[src/rtl/envelope_vca_pkg.sv]
// Shared audio package: Q1.(W-1) helpers and the common sample type used by the
// envelope generator, the VCA and the mixer.
package envelope_vca_pkg;

  localparam int AUDIO_WIDTH = 16;

  typedef logic signed [AUDIO_WIDTH-1:0] sample_t;

  // Largest positive Q1.(w-1) value, treated as gain 1.0.
  function automatic int unity_level(input int w);
    return (1 << (w - 1)) - 1;
  endfunction

  // Half an LSB of the Q1.(w-1) product, added before the shift to round half up.
  function automatic int round_offset(input int w);
    return 1 << (w - 2);
  endfunction

  localparam int UNITY_LEVEL  = unity_level(AUDIO_WIDTH);
  localparam int ROUND_OFFSET = round_offset(AUDIO_WIDTH);

endpackage

[src/rtl/envelope_vca_if.sv]
// Sample stream in/out of the VCA plus the envelope target and activity flag.
// valid/ready: a beat moves on a rising edge where valid and ready are both high;
// once valid is raised, data is held stable until that edge.
interface envelope_vca_if #(
  parameter int DATA_WIDTH = 16
);
  logic                         valid_i;
  logic                         ready_o;
  logic signed [DATA_WIDTH-1:0] sample_i;
  logic signed [DATA_WIDTH-1:0] envelope_i;
  logic                         valid_o;
  logic                         ready_i;
  logic signed [DATA_WIDTH-1:0] sample_o;
  logic                         active_o;

  modport master (
    output valid_i, sample_i, envelope_i, ready_i,
    input  ready_o, valid_o, sample_o, active_o
  );

  modport slave (
    input  valid_i, sample_i, envelope_i, ready_i,
    output ready_o, valid_o, sample_o, active_o
  );
endinterface

[src/rtl/envelope_vca_slew.sv]
// Slew-limited copy of the envelope target: clamps negatives to zero and moves
// the applied level at most SLEW_STEP per accepted sample.
module envelope_vca_slew #(
  parameter int DATA_WIDTH = 16,
  parameter int SLEW_STEP  = 64
) (
  input  logic                  clk_i,
  input  logic                  rst_ni,
  input  logic                  accept,
  input  logic [DATA_WIDTH-1:0] target,
  output logic [DATA_WIDTH-1:0] env_next,
  output logic                  active
);

  localparam logic [DATA_WIDTH-1:0] STEP = DATA_WIDTH'(SLEW_STEP);

  logic [DATA_WIDTH-1:0] env_q;
  logic [DATA_WIDTH-1:0] tgt;

  // Both tgt and env_q are non-negative, so unsigned arithmetic never wraps here.
  always_comb begin
    tgt      = target[DATA_WIDTH-1] ? '0 : target;
    env_next = tgt;
    if (SLEW_STEP != 0) begin
      if (tgt > env_q) begin
        if ((tgt - env_q) > STEP) env_next = env_q + STEP;
      end else if ((env_q - tgt) > STEP) begin
        env_next = env_q - STEP;
      end
    end
  end

  always_ff @(posedge clk_i or negedge rst_ni) begin
    if (!rst_ni) begin
      env_q  <= '0;
      active <= 1'b0;
    end else if (accept) begin
      env_q  <= env_next;
      active <= (env_next != '0);
    end
  end

endmodule

[src/rtl/envelope_vca.sv]
// Voltage-controlled amplifier: multiplies each accepted sample by the slewed
// envelope level, then rounds back to Q1.(W-1) in a second register stage.
module envelope_vca
  import envelope_vca_pkg::*;
#(
  parameter int DATA_WIDTH = 16,
  parameter int SLEW_STEP  = 64
) (
  input logic            clk_i,
  input logic            rst_ni,
  envelope_vca_if.slave  bus
);

  localparam int PW = 2 * DATA_WIDTH;
  localparam logic signed [PW-1:0] ROUND   = PW'(round_offset(DATA_WIDTH));
  localparam logic signed [PW-1:0] RES_MAX = PW'(unity_level(DATA_WIDTH));

  logic                         s1_valid, s2_valid;
  logic                         s1_ready, s2_ready;
  logic                         accept;
  logic signed [PW-1:0]         s1_prod;
  logic signed [PW-1:0]         rounded;
  logic signed [DATA_WIDTH-1:0] s2_data;
  logic [DATA_WIDTH-1:0]        env_next;
  logic signed [DATA_WIDTH-1:0] env_s;
  logic                         in_range;

  assign s2_ready    = !s2_valid || bus.ready_i;
  assign s1_ready    = !s1_valid || s2_ready;
  assign bus.ready_o = s1_ready;
  assign accept      = bus.valid_i && s1_ready;

  envelope_vca_slew #(
    .DATA_WIDTH (DATA_WIDTH),
    .SLEW_STEP  (SLEW_STEP)
  ) u_slew (
    .clk_i    (clk_i),
    .rst_ni   (rst_ni),
    .accept   (accept),
    .target   (bus.envelope_i),
    .env_next (env_next),
    .active   (bus.active_o)
  );

  // env_next never exceeds the unity level, so its MSB is zero and it is safe as signed.
  assign env_s    = $signed(env_next);
  assign rounded  = (s1_prod + ROUND) >>> (DATA_WIDTH - 1);
  assign in_range = (rounded <= RES_MAX) && (rounded >= -RES_MAX);

  always_ff @(posedge clk_i or negedge rst_ni) begin
    if (!rst_ni) begin
      s1_valid <= 1'b0;
      s1_prod  <= '0;
    end else if (accept) begin
      s1_valid <= 1'b1;
      s1_prod  <= bus.sample_i * env_s;
    end else if (s2_ready) begin
      s1_valid <= 1'b0;
    end
  end

  always_ff @(posedge clk_i or negedge rst_ni) begin
    if (!rst_ni) begin
      s2_valid <= 1'b0;
      s2_data  <= '0;
    end else if (s1_valid && s2_ready) begin
      s2_valid <= 1'b1;
      s2_data  <= rounded[DATA_WIDTH-1:0];
    end else if (bus.ready_i) begin
      s2_valid <= 1'b0;
    end
  end

  assign bus.sample_o = s2_data;
  assign bus.valid_o  = s2_valid;

  a_range : assert property (@(posedge clk_i) disable iff (!rst_ni) s1_valid |-> in_range)
    else $error("envelope_vca: rounded product out of range");

endmodule

[src/flat_wrapper.sv]
// flat-port wrapper written by rule: the top's interface ports become plain ports
module envelope_vca_flat import envelope_vca_pkg::*;
#(
  parameter int DATA_WIDTH = 16,
  parameter int SLEW_STEP  = 64
)
  (clk_i, rst_ni, bus_valid_i, bus_sample_i, bus_envelope_i, bus_ready_i, bus_ready_o, bus_valid_o, bus_sample_o, bus_active_o);
  envelope_vca_if #(.DATA_WIDTH(DATA_WIDTH)) bus_i ();
  input logic clk_i;
  input logic rst_ni;
  input wire logic [$bits(bus_i.valid_i)-1:0] bus_valid_i;
  input wire logic [$bits(bus_i.sample_i)-1:0] bus_sample_i;
  input wire logic [$bits(bus_i.envelope_i)-1:0] bus_envelope_i;
  input wire logic [$bits(bus_i.ready_i)-1:0] bus_ready_i;
  output wire logic [$bits(bus_i.ready_o)-1:0] bus_ready_o;
  output wire logic [$bits(bus_i.valid_o)-1:0] bus_valid_o;
  output wire logic [$bits(bus_i.sample_o)-1:0] bus_sample_o;
  output wire logic [$bits(bus_i.active_o)-1:0] bus_active_o;
  assign bus_i.valid_i = bus_valid_i;
  assign bus_i.sample_i = bus_sample_i;
  assign bus_i.envelope_i = bus_envelope_i;
  assign bus_i.ready_i = bus_ready_i;
  assign bus_ready_o = bus_i.ready_o;
  assign bus_valid_o = bus_i.valid_o;
  assign bus_sample_o = bus_i.sample_o;
  assign bus_active_o = bus_i.active_o;
  envelope_vca #(.DATA_WIDTH(DATA_WIDTH), .SLEW_STEP(SLEW_STEP)) u_core (.clk_i(clk_i), .rst_ni(rst_ni), .bus(bus_i));
endmodule
[config.mk]
export PLATFORM = sky130hd
export DESIGN_NAME = envelope_vca_flat
export DESIGN_NICKNAME = d
export VERILOG_FILES = /design/src/rtl/envelope_vca_pkg.sv /design/src/rtl/envelope_vca_if.sv /design/src/rtl/envelope_vca_slew.sv /design/src/rtl/envelope_vca.sv /design/src/flat_wrapper.sv
export SDC_FILE = /design/constraint.sdc
export NUM_CORES = 1
export LEC_CHECK = 0
export BUFFER_PORTS_ARGS = -buffer_cell sky130_fd_sc_hd__buf_2
export CAP_MARGIN = 20
export CORE_UTILIZATION = 60
export CTS_CLUSTER_SIZE = 10
export DETAILED_ROUTE_END_ITERATION = 6
export PLACE_DENSITY = 0.89
export SKIP_CTS_REPAIR_TIMING = 1
export SLEW_MARGIN = 20
export SYNTH_ARGS = -nofsm -noshare
export SYNTH_HDL_FRONTEND = slang
export SYNTH_SLANG_ARGS = --single-unit
[constraint.sdc]
create_clock -name clk_i -period 19.6 [get_ports clk_i]
set_clock_uncertainty 0.1 [all_clocks]
set_input_delay 3.92 -clock clk_i [delete_from_list [all_inputs] [get_ports clk_i]]
set_output_delay 3.92 -clock clk_i [all_outputs]
set_load 0.05 [all_outputs]
==> impl_metrics.tcl <==
set metrics [dict create \
    relSlewSlack 0.330 \
    grt_pass1_wl_mm 63.2 \
    final_cell_mix "333 x inv_1, 255 x fa_1, 216 x nand2_1" \
    cap_violations 0 \
    initial_utilization 0.619 \
    cts_max_path_buffers 2 \
    drtPass1Iterations 6 \
    endpoint "u_core.s1_prod[21]" \
    netlist_instances 1661 \
    synthSimpleGateAreaFrac 0.185 \
    final_nets 2065 \
    track_usage 0.333 \
    slew_violations 0 \
    fmax_mhz 68.0 \
    crit_buf_inv 5 \
    ys_seq_elements 52 \
    min_path_type "reg2reg" \
    fin_tns_setup_ns 0 \
    yosysTopAreaCell "fa_1" \
    reg2reg_slack_ns 8.63 \
    layout_commonest_cell "inv_1" \
    setup_viol 0 \
    synth_compound_area_frac 0.119 \
    path_class "in2reg" \
    die_area_um2 24200 \
    worstMarginPinSlew_ns 1.00 \
    dieHeight_um 156 \
    ios 55 \
    vias_per_cell 6.08 \
    synthAdderAreaFrac 0.451 \
    overflow 0 \
    ys_seq_area_frac 0.0918 \
    synth_top_area_share 0.360 \
    min_period_over_period 0.750 \
    yosysWarnings 0 \
    crit_required_ns 19.66 \
    wl_per_cell_um 19.4 \
    muxShareOfSynthArea 0.00883 \
    startpoint_type "primary input" \
    fin_crit_ns 14.70 \
    postRouteAntennaNets 0 \
    port_buffers 54 \
    cts-root-buf "clkbuf_16" \
    async_flop_share 1.00 \
    arrival_ns 14.76 \
    syn_avg_cell_area_um2 8.53 \
    status "finished, final reports clean" \
    area_growth_pct 4.85 \
    die_x_um 156 \
    cpMaxStageDelayCell "nand4_1" \
    synth_area_leaders "fa_1 36%, dfrtp_1 9.2%, ha_1 9.1%" \
    startpoint "bus_envelope_i[15]" \
    synth_top_family_by_area "adder cells" \
    rows 55 \
    numCtsBuffers 5 \
    endpoint_kind "flip-flop" \
    reg2reg_to "u_core.s1_prod[21]" \
    synth_edf_count 0 \
    place.gp.congestion 1.03 \
    ctsHtreeMaxLevel 2 \
    finalWirelength_mm 38.6 \
    grt_max_degree 53 \
    crit_top_cell "fa_1" \
    critPathTopFamily "adder cells" \
    remaining_drc_errors 0 \
    crit_path_max_fanout 18 \
    r2r_cells 33 \
    synth_flop_cell "dfrtp_1" \
    drt-initial-drc-count 952 \
    hold_viol_final 0 \
    synth_xor_area_frac 0.0383 \
    cts.clk_slew.worst_paths_ns 0.08 \
    clk_latency_ns 0.29 \
    rsz0062_at_grt "no" \
    fill_cells 1843 \
    cts_tree "built" \
    core_area_um2 22900 \
    r2r-start "u_core.u_slew.env_q[8]" \
    drive_gt1_frac 0.0622 \
    crit_cells 36 \
    hold_depth 2 \
    syn_nets 2055 \
    antenna_found_initial 0 \
    critPathMaxStageDelay_ns 0.71 \
    synth.distinct_cells 69 \
    hpwlAfterDp_mm 30.4 \
    synth_area_um2 14200 \
    cts_num_sinks 52 \
    grt_pass1_vias 12900 \
    num_vias 12100 \
]
-- registers in the layout, summed over array words and instances (netlist names) --
register              flops
u_core.bus.valid_o        1
u_core.u_slew.env_q      16
u_core.s1_prod           17
u_core.u_slew.active      1
u_core.bus.sample_o      16
u_core.s1_valid           1
-- how the worst min path moves through the flow --
| stage | startpoint | to | slack [ns] |
|---|---|---|---|
| 4_1_cts | u_core.bus.sample_o[4] | u_core.bus.sample_o[4] | 0.38 |
| 2_1_floorplan | u_core.s1_valid | u_core.bus.valid_o | 0.36 |
| 3_5_place_dp | u_core.bus.sample_o[4] | u_core.bus.sample_o[4] | 0.37 |
| 5_1_grt | u_core.bus.sample_o[8] | u_core.bus.sample_o[8] | 0.42 |
| 6_report | u_core.bus.sample_o[4] | u_core.bus.sample_o[4] | 0.38 |
| 3_3_place_gp | u_core.bus.sample_o[3] | u_core.bus.sample_o[3] | 0.36 |
-- through the flow --
step                hold slack, ns  cells  utilization  instance area, um^2  setup slack, ns
global placement             0.360   1977        0.642                14700             4.99
detailed placement           0.366   1977        0.642                14700             4.89
finish                       0.379   1986        0.649                14900             4.90
CTS                          0.383   1985        0.648                14900             5.15
global route                 0.419   1985        0.648                14900             4.38
floorplan                    0.357   1661            -                14200             6.14
-- kinds of logic (layout without fill, tap and decap cells) --
family	after synthesis	in the layout
other	0	1
AO/OA/AOI/OAI	255	255
buffers and inverters	400	411
multiplexers	12	12
adder cells (fa/ha/maj)	358	358
AND/OR/NAND/NOR	522	522
flip-flops	52	52
XOR/XNOR	62	62
-- worst reg2reg max path, delay by kind of cell, from the launching register on --
family	cells	cell delay [ns]
fa+ha+maj	8	3.66
simple gates	6	2.26
flops	1	0.53
buf+inv	3	0.29
mux	1	0.55
compound gates	14	3.20
xor+xnor	1	0.26
-- synth_stat cells, types with 15 or more instances --
cell and number:
a211oi_1 20, nand2b_1 21, inv_1 333, a21oi_1 52
and2_1 66, o211ai_1 15, nand3_1 29, ha_1 103
clkbuf_1 62, a21o_1 17, nor2b_1 42, nor3_1 21
xnor2_1 41, dfrtp_1 52, o21ai_0 66, nand2_1 216
nor2_1 48, fa_1 255, nand4_1 16, xor2_1 21
-- final cells by class --
cell class              count  area (um^2)  area share
multi-input cells        1209        11400       0.766
flip-flops and latches     52         1300      0.0876
inverters                 334         1250      0.0844
well taps                 313          392      0.0264
repair buffers             69          383      0.0258
clock buffers               5          125     0.00842
clock inverters             3         27.5     0.00185
diodes                      1         2.50    0.000168
-- per-layer routing --
| metal | part of all wire | track usage |
|---|---|---|
| met1 | 0.37 | 0.418 |
| met2 | 0.50 | 0.579 |
| met3 | 0.081 | 0.0383 |
| met4 | 0.048 | 0.153 |
| met5 | 0 | 0 |
Power is left out: the tool's default activity adds up to more than one toggle a clock period on the data nets, which glitch-free logic cannot reach.
